### config.mk
export PLATFORM = sky130hd
export DESIGN_NAME = coin_dispense_sequencer
export DESIGN_NICKNAME = d
export VERILOG_FILES = /design/src/rtl/coin_dispense_sequencer_pkg.sv /design/src/rtl/coin_dispense_sequencer_timeout.sv /design/src/rtl/coin_dispense_sequencer.sv
export SDC_FILE = /design/constraint.sdc
export NUM_CORES = 1
export LEC_CHECK = 0
export ABC_AREA = 1
export BUFFER_PORTS_ARGS = -buffer_cell sky130_fd_sc_hd__buf_2
export CORE_ASPECT_RATIO = 0.8
export CORE_MARGIN = 10
export CORE_UTILIZATION = 53
export DETAILED_ROUTE_END_ITERATION = 12
export PLACE_DENSITY = 0.76
export SETUP_SLACK_MARGIN = 0.05
export SLEW_MARGIN = 40
export SYNTH_ARGS = -nofsm -noshare
export SYNTH_HDL_FRONTEND = slang
export SYNTH_SLANG_ARGS = --single-unit
### constraint.sdc
create_clock -name clock -period 1.85 [get_ports clock]
set_input_delay 0.2775 -clock clock [delete_from_list [all_inputs] [get_ports clock]]
set_output_delay 0.2775 -clock clock [all_outputs]
set_load 0.05 [all_outputs]
### src/rtl/coin_dispense_sequencer_pkg.sv
// -----------------------------------------------------------------------------
// dispense_pkg
//   Shared definitions for the coin dispense path: the sequencer state
//   encoding, default sizing, and the MMIO register map used by the CPU
//   write decoder and read mux for each of the four denominations.
//   No ports (package).
// -----------------------------------------------------------------------------
package dispense_pkg;

    // Default sizing: 8-bit coin counts, 1 s jam timeout at 30 MHz.
    localparam int DEFAULT_COUNT_W        = 8;
    localparam int DEFAULT_TIMEOUT_CYCLES = 30_000_000;
    localparam int DEFAULT_TMO_W          = 25;

    // Sequencer states. Exposed on the debug port, so the encoding is fixed.
    typedef enum logic [2:0] {
        ST_IDLE    = 3'd0,
        ST_PUSH    = 3'd1,
        ST_RETRACT = 3'd2,
        ST_VERIFY  = 3'd3,
        ST_ERROR   = 3'd4
    } state_e;

    // Denomination slots, one sequencer instance each.
    localparam logic [1:0] DENOM_1  = 2'd0;
    localparam logic [1:0] DENOM_5  = 2'd1;
    localparam logic [1:0] DENOM_10 = 2'd2;
    localparam logic [1:0] DENOM_25 = 2'd3;

    // MMIO map: one 16-byte block per denomination, four word registers.
    localparam logic [15:0] MMIO_BASE   = 16'h0400;
    localparam logic [15:0] MMIO_STRIDE = 16'h0010;
    localparam logic [3:0]  REG_CMD     = 4'h0;
    localparam logic [3:0]  REG_COUNT   = 4'h4;
    localparam logic [3:0]  REG_STATUS  = 4'h8;
    localparam logic [3:0]  REG_CLEAR   = 4'hC;

    // Byte address of register reg_off in the block of denomination denom.
    function automatic logic [15:0] mmio_addr(input logic [1:0] denom,
                                              input logic [3:0] reg_off);
        return MMIO_BASE + (MMIO_STRIDE * {14'd0, denom}) + {12'd0, reg_off};
    endfunction

    // Face value in cents of a denomination slot.
    function automatic logic [4:0] denom_value(input logic [1:0] denom);
        logic [4:0] v;
        case (denom)
            DENOM_1:  v = 5'd1;
            DENOM_5:  v = 5'd5;
            DENOM_10: v = 5'd10;
            default:  v = 5'd25;
        endcase
        return v;
    endfunction

    // States that wait on an external event and are guarded by the timeout.
    function automatic logic in_wait_state(input state_e s);
        return (s == ST_PUSH) || (s == ST_RETRACT) || (s == ST_VERIFY);
    endfunction

endpackage

### src/rtl/coin_dispense_sequencer_timeout.sv
// -----------------------------------------------------------------------------
// dispense_timeout
//   Clear/enable cycle counter with a terminal-count flag. Used by the
//   dispense sequencer to detect a servo or beam-break that never arrives.
//   TMO_W must be wide enough to hold TIMEOUT_CYCLES-1.
//
//   clock     in   system clock
//   reset     in   asynchronous active-low reset
//   clear     in   zero the counter (has priority over enable)
//   enable    in   count one cycle
//   terminal  out  counter is enabled and sits at TIMEOUT_CYCLES-1
// -----------------------------------------------------------------------------
module dispense_timeout #(
    parameter int TIMEOUT_CYCLES = 30_000_000,
    parameter int TMO_W          = 25
) (
    input  logic clock,
    input  logic reset,
    input  logic clear,
    input  logic enable,
    output logic terminal
);

    localparam logic [TMO_W-1:0] TERMINAL_COUNT = TMO_W'(TIMEOUT_CYCLES - 1);

    logic [TMO_W-1:0] count_q;
    logic [TMO_W-1:0] count_d;

    always_comb begin
        count_d = count_q;
        if (clear) begin
            count_d = '0;
        end else if (enable && (count_q != TERMINAL_COUNT)) begin
            // Saturates at the terminal value so it can never wrap.
            count_d = count_q + TMO_W'(1);
        end
    end

    always_ff @(posedge clock or negedge reset) begin
        if (!reset) begin
            count_q <= '0;
        end else begin
            count_q <= count_d;
        end
    end

    assign terminal = enable && (count_q == TERMINAL_COUNT);

endmodule

### src/rtl/coin_dispense_sequencer.sv
// -----------------------------------------------------------------------------
// coin_dispense_sequencer
//   Takes a "dispense N coins" command for one denomination, drives the servo
//   through push/retract strokes, confirms each coin on the latched beam-break
//   flag and acknowledges it, and reports progress, completion and jams.
//
//   Handshake: a command is accepted on a cycle where cmd_valid && cmd_ready;
//   cmd_ready is high only in IDLE, cmd_valid at any other time is ignored and
//   nothing is queued.
//
//   clock             in   system clock (30 MHz)
//   reset             in   asynchronous active-low reset
//   cmd_valid         in   command strobe
//   cmd_count         in   coins to dispense
//   cmd_ready         out  idle, command can be accepted
//   clear_error       in   leave ERROR
//   servo_front_done  in   front stroke complete (idles high)
//   servo_back_done   in   back stroke complete (idles high)
//   beam_broken       in   latched beam-break flag, held until beam_ack
//   servo_push        out  1 = front stroke, 0 = rest/back stroke
//   beam_ack          out  one-cycle acknowledge to the beam-break latch
//   busy              out  command in progress
//   done              out  one-cycle completion pulse
//   error             out  jam timeout, held until clear_error
//   dispensed         out  coins confirmed for the current/last command
//   dbg_state         out  current sequencer state
// -----------------------------------------------------------------------------
module coin_dispense_sequencer
    import dispense_pkg::*;
#(
    parameter int COUNT_W        = DEFAULT_COUNT_W,
    parameter int TIMEOUT_CYCLES = DEFAULT_TIMEOUT_CYCLES,
    parameter int TMO_W          = DEFAULT_TMO_W
) (
    input  logic               clock,
    input  logic               reset,
    input  logic               cmd_valid,
    input  logic [COUNT_W-1:0] cmd_count,
    output logic               cmd_ready,
    input  logic               clear_error,
    input  logic               servo_front_done,
    input  logic               servo_back_done,
    input  logic               beam_broken,
    output logic               servo_push,
    output logic               beam_ack,
    output logic               busy,
    output logic               done,
    output logic               error,
    output logic [COUNT_W-1:0] dispensed,
    output state_e             dbg_state
);

    state_e             state_q, state_d;
    logic               front_q, front_d;
    logic               back_q, back_d;
    logic [COUNT_W-1:0] remaining_q, remaining_d;
    logic [COUNT_W-1:0] dispensed_q, dispensed_d;
    logic               servo_push_q, servo_push_d;
    logic               beam_ack_q, beam_ack_d;
    logic               done_q, done_d;
    logic               error_q, error_d;
    logic               busy_q, busy_d;
    logic               cmd_ready_q, cmd_ready_d;

    logic accept;
    logic front_rise;
    logic back_rise;
    logic last_coin;
    logic tmo_clear;
    logic tmo_enable;
    logic tmo_tc;

    assign accept     = cmd_valid && cmd_ready_q;
    assign front_rise = servo_front_done && !front_q;
    assign back_rise  = servo_back_done && !back_q;
    // remaining is at least 1 whenever VERIFY is reached.
    assign last_coin  = (remaining_q == COUNT_W'(1));
    assign tmo_enable = in_wait_state(state_q);
    assign tmo_clear  = (state_d != state_q);

    dispense_timeout #(
        .TIMEOUT_CYCLES (TIMEOUT_CYCLES),
        .TMO_W          (TMO_W)
    ) u_timeout (
        .clock    (clock),
        .reset    (reset),
        .clear    (tmo_clear),
        .enable   (tmo_enable),
        .terminal (tmo_tc)
    );

    // ---------------------------------------------------------------- state
    always_ff @(posedge clock or negedge reset) begin
        if (!reset) begin
            state_q <= ST_IDLE;
        end else begin
            state_q <= state_d;
        end
    end

    // ----------------------------------------------------------- next state
    // The awaited event is tested before the timeout, so an event landing on
    // the terminal-count cycle still advances normally.
    always_comb begin
        state_d = state_q;
        case (state_q)
            ST_IDLE: begin
                if (accept && (cmd_count != '0)) begin
                    state_d = ST_PUSH;
                end
            end
            ST_PUSH: begin
                if (front_rise) begin
                    state_d = ST_RETRACT;
                end else if (tmo_tc) begin
                    state_d = ST_ERROR;
                end
            end
            ST_RETRACT: begin
                if (back_rise) begin
                    state_d = ST_VERIFY;
                end else if (tmo_tc) begin
                    state_d = ST_ERROR;
                end
            end
            ST_VERIFY: begin
                if (beam_broken) begin
                    state_d = last_coin ? ST_IDLE : ST_PUSH;
                end else if (tmo_tc) begin
                    state_d = ST_ERROR;
                end
            end
            ST_ERROR: begin
                if (clear_error) begin
                    state_d = ST_IDLE;
                end
            end
            default: state_d = ST_IDLE;
        endcase
    end

    // -------------------------------------------------------------- outputs
    // Every output is a flop loaded from the next state, so level outputs
    // line up with the state they describe and pulses appear on the edge
    // that makes the transition.
    always_comb begin
        front_d     = servo_front_done;
        back_d      = servo_back_done;
        remaining_d = remaining_q;
        dispensed_d = dispensed_q;
        beam_ack_d  = 1'b0;
        done_d      = 1'b0;

        case (state_q)
            ST_IDLE: begin
                if (accept) begin
                    remaining_d = cmd_count;
                    dispensed_d = '0;
                    done_d      = (cmd_count == '0);
                end
            end
            ST_VERIFY: begin
                if (beam_broken) begin
                    beam_ack_d  = 1'b1;
                    dispensed_d = dispensed_q + COUNT_W'(1);
                    remaining_d = remaining_q - COUNT_W'(1);
                    done_d      = last_coin;
                end
            end
            ST_ERROR: begin
                if (clear_error) begin
                    remaining_d = '0;
                end
            end
            default: ;
        endcase

        servo_push_d = (state_d == ST_PUSH);
        busy_d       = in_wait_state(state_d);
        error_d      = (state_d == ST_ERROR);
        cmd_ready_d  = (state_d == ST_IDLE);
    end

    // Done lines idle high, so the edge history resets high to avoid a
    // false rising edge straight out of reset.
    always_ff @(posedge clock or negedge reset) begin
        if (!reset) begin
            front_q      <= 1'b1;
            back_q       <= 1'b1;
            remaining_q  <= '0;
            dispensed_q  <= '0;
            servo_push_q <= 1'b0;
            beam_ack_q   <= 1'b0;
            done_q       <= 1'b0;
            error_q      <= 1'b0;
            busy_q       <= 1'b0;
            cmd_ready_q  <= 1'b1;
        end else begin
            front_q      <= front_d;
            back_q       <= back_d;
            remaining_q  <= remaining_d;
            dispensed_q  <= dispensed_d;
            servo_push_q <= servo_push_d;
            beam_ack_q   <= beam_ack_d;
            done_q       <= done_d;
            error_q      <= error_d;
            busy_q       <= busy_d;
            cmd_ready_q  <= cmd_ready_d;
        end
    end

    assign cmd_ready  = cmd_ready_q;
    assign servo_push = servo_push_q;
    assign beam_ack   = beam_ack_q;
    assign busy       = busy_q;
    assign done       = done_q;
    assign error      = error_q;
    assign dispensed  = dispensed_q;
    assign dbg_state  = state_q;

endmodule

==> results.py, run 1 <==
metrics = {
    "floorplanning": {
        "die_x_um": 105,
        "fp.coreArea_sq_mm": 0.00553,
        "die_height_um": 88.1,
        "die-area_sq_mm": 0.00927,
        "fp-row-count": 24,
        "io_pins": 32,
        "initial_core_util_pct": 55.6,
    },
    "drt": {
        "wire_per_inst_um": 14.3,
        "detail-route-antenna-nets": 0,
        "viasPerCell": 5.25,
        "detail_route.first_pass.iterations": 4,
        "drc": 0,
        "vias": 2921,
        "drt_iter0_markers": 151,
        "wl_um": 7960,
    },
    "place": {
        "routabilityCongestion": 0.855,
        "hpwl_um": 5570,
        "dpl.cell_count": 532,
        "dpl_cell_area_sq_mm": 0.00356,
        "portBuffers": 31,
    },
    "final_layout": {
        "nNetsFinal": 496,
        "finalNonFillerCells": 556,
        "areaGrowthSynthToFinish_pct": 27.8,
        "multiInputGateArea_sq_mm": 0.00160,
        "drive_above_1_share_pct": 34.3,
        "finalInstanceArea_sq_mm": 0.00393,
        "regArea_sq_mm": 0.00131,
        "fillCellCount": 447,
        "diodes": 0,
    },
    "yosys": {
        "ys_seq_area_share_pct": 42.5,
        "yosysWarningCount": 0,
        "synth_seq_cells": 52,
        "syn_avg_cell_area_sq_um": 7.76,
        "synth_cell_types": 35,
        "syn-cell-area_sq_mm": 0.00307,
        "synthCells": 396,
        "synth_nets": 415,
    },
    "worst_setup_path": {
        "path_class": "reg2reg",
        "crit_arrival_ps": 2190,
        "cp-start-kind": "register",
        "critPathMaxFanout": 5,
        "worst_ep_required_time_ps": 2050,
        "r2r_cells": 13,
        "setup.worst_path.end_class": "register",
    },
    "clock_network": {
        "clkSinkCount": 52,
        "clk_path_buf_depth": 2,
        "root_buffer": "clkbuf_8",
        "numCtsBuffers": 5,
        "htree_levels": 2,
        "cts_tree": "built",
        "path_clk_slew_ps": 100,
        "clk_latency_ps": 310,
    },
    "timing": {
        "slew_viol_final": 0,
        "slew_headroom_pct": 72.6,
        "fin_crit_ps": 1990,
        "finalWorstSetupSlack_ps": -136,
        "rsz0062_at_grt": "true",
        "max_freq_ghz": 0.503,
        "worst_slew_pin_slew_ps": 406,
        "final_hold_viol_count": 0,
        "period_share_pct": 107,
        "final.setup_skew_ps": 9.07,
        "setup_viol": 25,
    },
    "min_path": {
        "min_path_type": "in2reg",
        "min_delay_path_depth": 1,
    },
    "global_routing": {
        "grt_use_total_pct": 16.2,
        "grt_pass1_wl_um": 12500,
        "grt_max_degree": 53,
        "grt_overflow": 0,
        "grt_pass1_vias": 2780,
        "antenna_found_initial": 0,
    },
    "status": {
        "violations": "setup timing",
        "run_status": "complete, but fails checks",
    },
    "pwr": {
        "combPwrFrac_pct": 48.0,
        "p_sw_mw": 1.66,
        "swShare_pct": 41.1,
        "pwr-share-clk_pct": 16.5,
        "pwr-share-seq_pct": 35.6,
        "intPower_mw": 2.38,
        "leakagePower_nw": 1.88,
        "ir_worst_vdd_mv": 0.885,
        "p_per_area_mw_per_mm2": 1030,
    },
    "run": {
        "drv_cap": 0,
    },
}
[state kept, by name (all words and copies together) (netlist names), 3 cells and up]
signal / flops
remaining_q: 8
u_timeout.count_q: 25
dbg_state: 3
dispensed: 8
[cell usage after synthesis]
library cell | number | area (sq um)
a22o_1 | 2 | 17.5
nor3b_1 | 1 | 7.51
inv_2 | 4 | 15.0
nor3_1 | 7 | 35.0
inv_1 | 55 | 206
nor3_2 | 1 | 10.0
nor2_1 | 47 | 176
o311ai_0 | 1 | 8.76
xnor2_1 | 4 | 35.0
a31oi_1 | 5 | 31.3
nor4_1 | 4 | 25.0
dfrtp_1 | 49 | 1230
buf_2 | 1 | 5.00
nand3_1 | 28 | 140
nor2_2 | 27 | 169
dfstp_2 | 3 | 78.8
nand2_1 | 80 | 300
buf_12 | 2 | 40.0
nand4_1 | 11 | 68.8
buf_6 | 1 | 11.3
o211ai_1 | 1 | 7.51
clkinv_2 | 1 | 5.00
a22oi_1 | 2 | 15.0
clkbuf_1 | 1 | 3.75
nand2_2 | 4 | 25.0
o41ai_1 | 1 | 8.76
xor2_1 | 17 | 149
nand3_2 | 5 | 50.1
o31ai_1 | 1 | 7.51
o22ai_1 | 5 | 31.3
o21ai_0 | 17 | 85.1
nand2_4 | 1 | 11.3
o21bai_1 | 1 | 7.51
ha_1 | 4 | 50.1
a21oi_1 | 2 | 10.0
[worst paths after layout]
check	from	end	slack, ps
max in group asynchronous	reset	cmd_ready	1070
min in group asynchronous	reset	u_timeout.count_q[11]	470
setup reg to reg	u_timeout.count_q[1]	u_timeout.count_q[14]	-140
hold reg to reg	dispensed[7]	dispensed[7]	520
setup / recovery	u_timeout.count_q[1]	u_timeout.count_q[14]	-140
hold / removal	servo_front_done	front_q	70
[cell families after synthesis]
group,count (synthesis),share of synthesized area [%]
buffers and inverters,65,9.32
flip-flops,52,42.5
adder cells (fa/ha/maj),4,1.63
AND/OR/NAND/NOR,216,33.1
XOR/XNOR,21,5.98
AO/OA/AOI/OAI,38,7.49
[metrics by stage]
| stage | setup TNS [ps] | setup WS, ps | util (%) | power, mW | hold slack (ps) |
|---|---|---|---|---|---|
| 6_report | -2710 | -136 | 71.1 | 4.04 | 66.5 |
| 4_1_cts | -194 | -23.8 | 66.3 | 3.69 | 61.3 |
| 2_1_floorplan | 0 | 46.8 | - | 2.58 | -18.1 |
| 3_3_place_gp | 0 | 18.9 | 64.4 | 2.97 | 290 |
| 3_5_place_dp | -1210 | -64.2 | 64.4 | 3.02 | 289 |
| 5_1_grt | -5130 | -231 | 71.1 | 4.27 | 57.0 |
[final cells by class]
class | instances | area share [%]
clock buffers | 5 | 1.75
repair buffers | 79 | 15.3
clock inverters | 3 | 0.478
well taps | 78 | 2.48
inverters | 60 | 5.83
multi-input cells | 279 | 40.8
flip-flops and latches | 52 | 33.4
[power groups by stage]
stage                     Clock [mW]  Sequential (mW)  Combinational [mW]
final                          0.665             1.44                1.94
after global routing           0.707             1.46                2.11
after CTS                      0.671             1.44                1.58
after detailed placement           0             1.46                1.56
after global placement             0             1.45                1.52
after floorplan                    0             1.58                1.00
[layout by cell type (no fill, tap or decap), types with 2 or more instances in the layout]
cell type and instances:
inv_1 50, nor2_4 5, a21oi_1 2, dfrtp_2 5, a22o_1 2, buf_6 3
nand2_4 2, buf_2 31, clkinv_2 3, a31oi_1 3, nor4_1 4, nand3_1 25
inv_2 8, clkbuf_16 2, nand3_2 7, nand4_1 11, xor2_1 17, xnor2_1 4
o21ai_0 17, nand2_2 12, dfrtp_1 44, dfstp_2 3, nand2_1 71, ha_1 3
nor2_1 41, o22ai_1 5, clkbuf_8 5, buf_4 39, buf_12 3, nor3_2 2
nor2_2 28, nor3_1 6, a22oi_1 2
[metal layers]
metal  vias to the layer above  wire, um  share of wire (%)  global-route usage [%]
met5                         -         0                  0                       0
met4                         0       115                1.4                    5.60
met3                        15       471                5.9                    3.30
met2                       108      3790                 48                    25.3
met1                      1369      3580                 45                    21.8
li1                       1429         -                  -                       -
[what timing repair did]
item                                   4_1_cts  5_1_grt
setup endpoints to repair                   26       39
setup buffers                                1       12
resized for setup                            3       36
endpoints found under the hold margin       49        0
pin swaps                                    3       11
gates cloned                                 0        2
hold buffers                                 1        0
[worst max-delay path, cell delays in order (launching register included)]
cell       delay, ps
dfrtp_1          370
ha_2             200
nand3_2          110
inv_2            100
nand2_4           50
nor2_4           140
nand3_4          110
nand2_2          100
nand2_2           70
a31oi_4          190
nor2_2            80
nand2_4          150
clkbuf_16        180
nor2_2            30
(Power assumes the default switching activity.)
==> inputs of run 2 (changes only) <==
--- a/config.mk
+++ b/config.mk
@@ -9,9 +9,9 @@
 export BUFFER_PORTS_ARGS = -buffer_cell sky130_fd_sc_hd__buf_2
 export CORE_ASPECT_RATIO = 0.8
 export CORE_MARGIN = 10
-export CORE_UTILIZATION = 53
+export CORE_UTILIZATION = 55
 export DETAILED_ROUTE_END_ITERATION = 12
-export PLACE_DENSITY = 0.76
+export PLACE_DENSITY = 0.75
 export SETUP_SLACK_MARGIN = 0.05
 export SLEW_MARGIN = 40
 export SYNTH_ARGS = -nofsm -noshare
==> constraint.sdc (replaced) <==
create_clock -name clock -period 2.55 [get_ports clock]
set_input_delay 0.3825 -clock clock [delete_from_list [all_inputs] [get_ports clock]]
set_output_delay 0.3825 -clock clock [all_outputs]
set_load 0.05 [all_outputs]
==> run 2 against run 1 <==
Compared with the run above: the flow now finishes without violations; cell area is 12% lower; register-to-register slack improved by 570 ps; largest power group is now sequential cells; combinational power shrank 54%; non-clock buffer count fell by 45; die area shrank 2.9%; core utilization decreased by 7.6 points; largest cell class unchanged.
==> results.py, run 2 (synthesized netlist as in run 1, its figures left out) <==
metrics = {
    "global_routing": {
        "grt_pass1_vias": 2574,
        "grt_pass1_wl_um": 11800,
        "grt_max_degree": 45,
        "grt_overflow": 0,
        "antenna_found_initial": 0,
        "grt_use_total_pct": 15.4,
    },
    "drt": {
        "viasPerCell": 5.22,
        "wl_met2_um": 2920,
        "drt_iter0_markers": 149,
        "wire_per_inst_um": 13.2,
        "wl_um": 6740,
        "detail-route-antenna-nets": 0,
        "met1_length_um": 3390,
        "drc": 0,
        "vias": 2665,
        "detail_route.first_pass.iterations": 5,
        "highest_layer": "met4",
        "route.met3.wl_um": 397,
    },
    "worst_setup_path": {
        "path_class": "reg2reg",
        "worst_ep_required_time_ps": 2730,
        "critPathMaxFanout": 25,
        "crit_family": "simple AND/OR/NAND/NOR gates",
        "crit_buf_inv": 0,
        "cp-start-kind": "register",
        "worstPathCellList": "nand3_2, nor2_1, nand4_1, a31oi_1, nor2_2, nand2_4, nor2_1",
        "setup.worst_path.end_class": "register",
        "rrSetupSlack_ps": 430,
        "critPathSlowestCell": "dfrtp_1",
        "slowest_delay_ps": 530,
        "crit_arrival_ps": 2300,
        "cp_common_cell": "nor2_1",
    },
    "status": {
        "run_status": "finished, final reports clean",
    },
    "min_path": {
        "min_path_type": "in2async",
    },
    "pwr": {
        "leakagePower_nw": 1.64,
        "ir_worst_vdd_mv": 0.705,
        "p_per_area_mw_per_mm2": 788,
    },
    "timing": {
        "worst_slew_pin_slew_ps": 545,
        "setup_viol": 0,
        "period_share_pct": 83.2,
        "max_freq_ghz": 0.472,
        "slew_headroom_pct": 63.6,
        "slew_viol_final": 0,
        "finalWorstSetupSlack_ps": 430,
        "final.setup_skew_ps": 8.73,
        "setup_tns_ps": 0,
        "rsz0062_at_grt": "false",
        "final_hold_viol_count": 0,
        "fin_crit_ps": 2120,
    },
    "final_layout": {
        "multiInputGateArea_sq_mm": 0.00148,
        "nNetsFinal": 451,
        "regMostFlops": "u_timeout.count_q",
        "largest_reg_flops": 25,
        "diodes": 0,
        "layout_common_cells": "nand2_1 (80), inv_1 (55), dfrtp_1 (49), nor2_1 (47), buf_2 (30)",
        "drive_above_1_share_pct": 20.3,
        "fillCellCount": 475,
        "regArea_sq_mm": 0.00131,
        "finalNonFillerCells": 511,
        "areaGrowthSynthToFinish_pct": 12.3,
        "finalInstanceArea_sq_mm": 0.00345,
        "layout_commonest_cell": "nand2_1",
    },
    "floorplanning": {
        "io_pins": 32,
        "die_height_um": 86.9,
        "fp.coreArea_sq_mm": 0.00544,
        "die_x_um": 104,
        "die-area_sq_mm": 0.00900,
        "fp-row-count": 24,
        "initial_core_util_pct": 56.6,
    },
    "clock_network": {
        "cts_resized": 0,
        "cts_tree": "built",
        "path_clk_slew_ps": 100,
        "clk_path_buf_depth": 2,
        "clk_latency_ps": 310,
        "clkSinkCount": 52,
        "numCtsBuffers": 5,
        "cts_setup_buffers": 0,
        "root_buffer": "clkbuf_8",
        "htree_levels": 2,
        "holdBufCountCts": 0,
    },
    "place": {
        "hpwl_um": 5060,
        "dpl.cell_count": 503,
        "dp_slack_ps": 459,
        "portBuffers": 31,
        "routabilityCongestion": 0.920,
        "dpl_cell_area_sq_mm": 0.00329,
    },
    "run": {
        "drv_cap": 0,
    },
}
-- run 2: cell count changes in the layout (fill, tap and decap cells not counted), sizes merged --
cell | before | now
clkbuf | 7 | 5
clkinv | 4 | 1
bufinv | 0 | 3
buf | 76 | 34
dlygate4sd3 | 1 | 0
-- run 2: worst paths after layout --
check	to	depth (start not counted)	from
max	u_timeout.count_q[17]	7	dbg_state[0]
max reg2reg	u_timeout.count_q[17]	7	dbg_state[0]
min reg2reg	dispensed[7]	1	dispensed[7]
min	u_timeout.count_q[20]	1	reset
min in group clock	back_q	1	servo_back_done
max in group asynchronous	remaining_q[2]	2	reset
-- run 2: report_power, final --
part	switching, mW	internal (mW)	leakage, nW
Sequential	0.107	0.939	0.694
Combinational	0.664	0.238	0.867
Clock	0.281	0.491	0.0784
-- run 2: final cells by class --
class	instances	share of cell area, %
multi-input combinational	279	43.0
sequential	52	37.8
inverter	60	6.56
timing repair buffer	34	5.22
tap	78	2.83
clock inverter	3	2.61
clock buffer	5	1.99
-- run 2: layer usage --
metal  up-vias  track usage, %
met5         -               0
met4         0            3.45
met3         4            3.99
met2        71            23.5
met1      1248            21.4
li1       1342               -
-- run 2: stage by stage --
step	total power [mW]	hold WS, ps	utilization, %
finish	2.72	62.8	63.5
global route	2.88	98.8	63.5
CTS	2.74	75.0	63.5
detailed placement	1.95	410	60.6
global placement	1.94	489	60.5
floorplan	1.87	86.9	-
-- run 2: worst register-to-register path: cells and delay by family (launching register included) --
family | cells | cell delay (ps)
simple gates | 6 | 1220
flops | 1 | 530
compound gates | 1 | 250
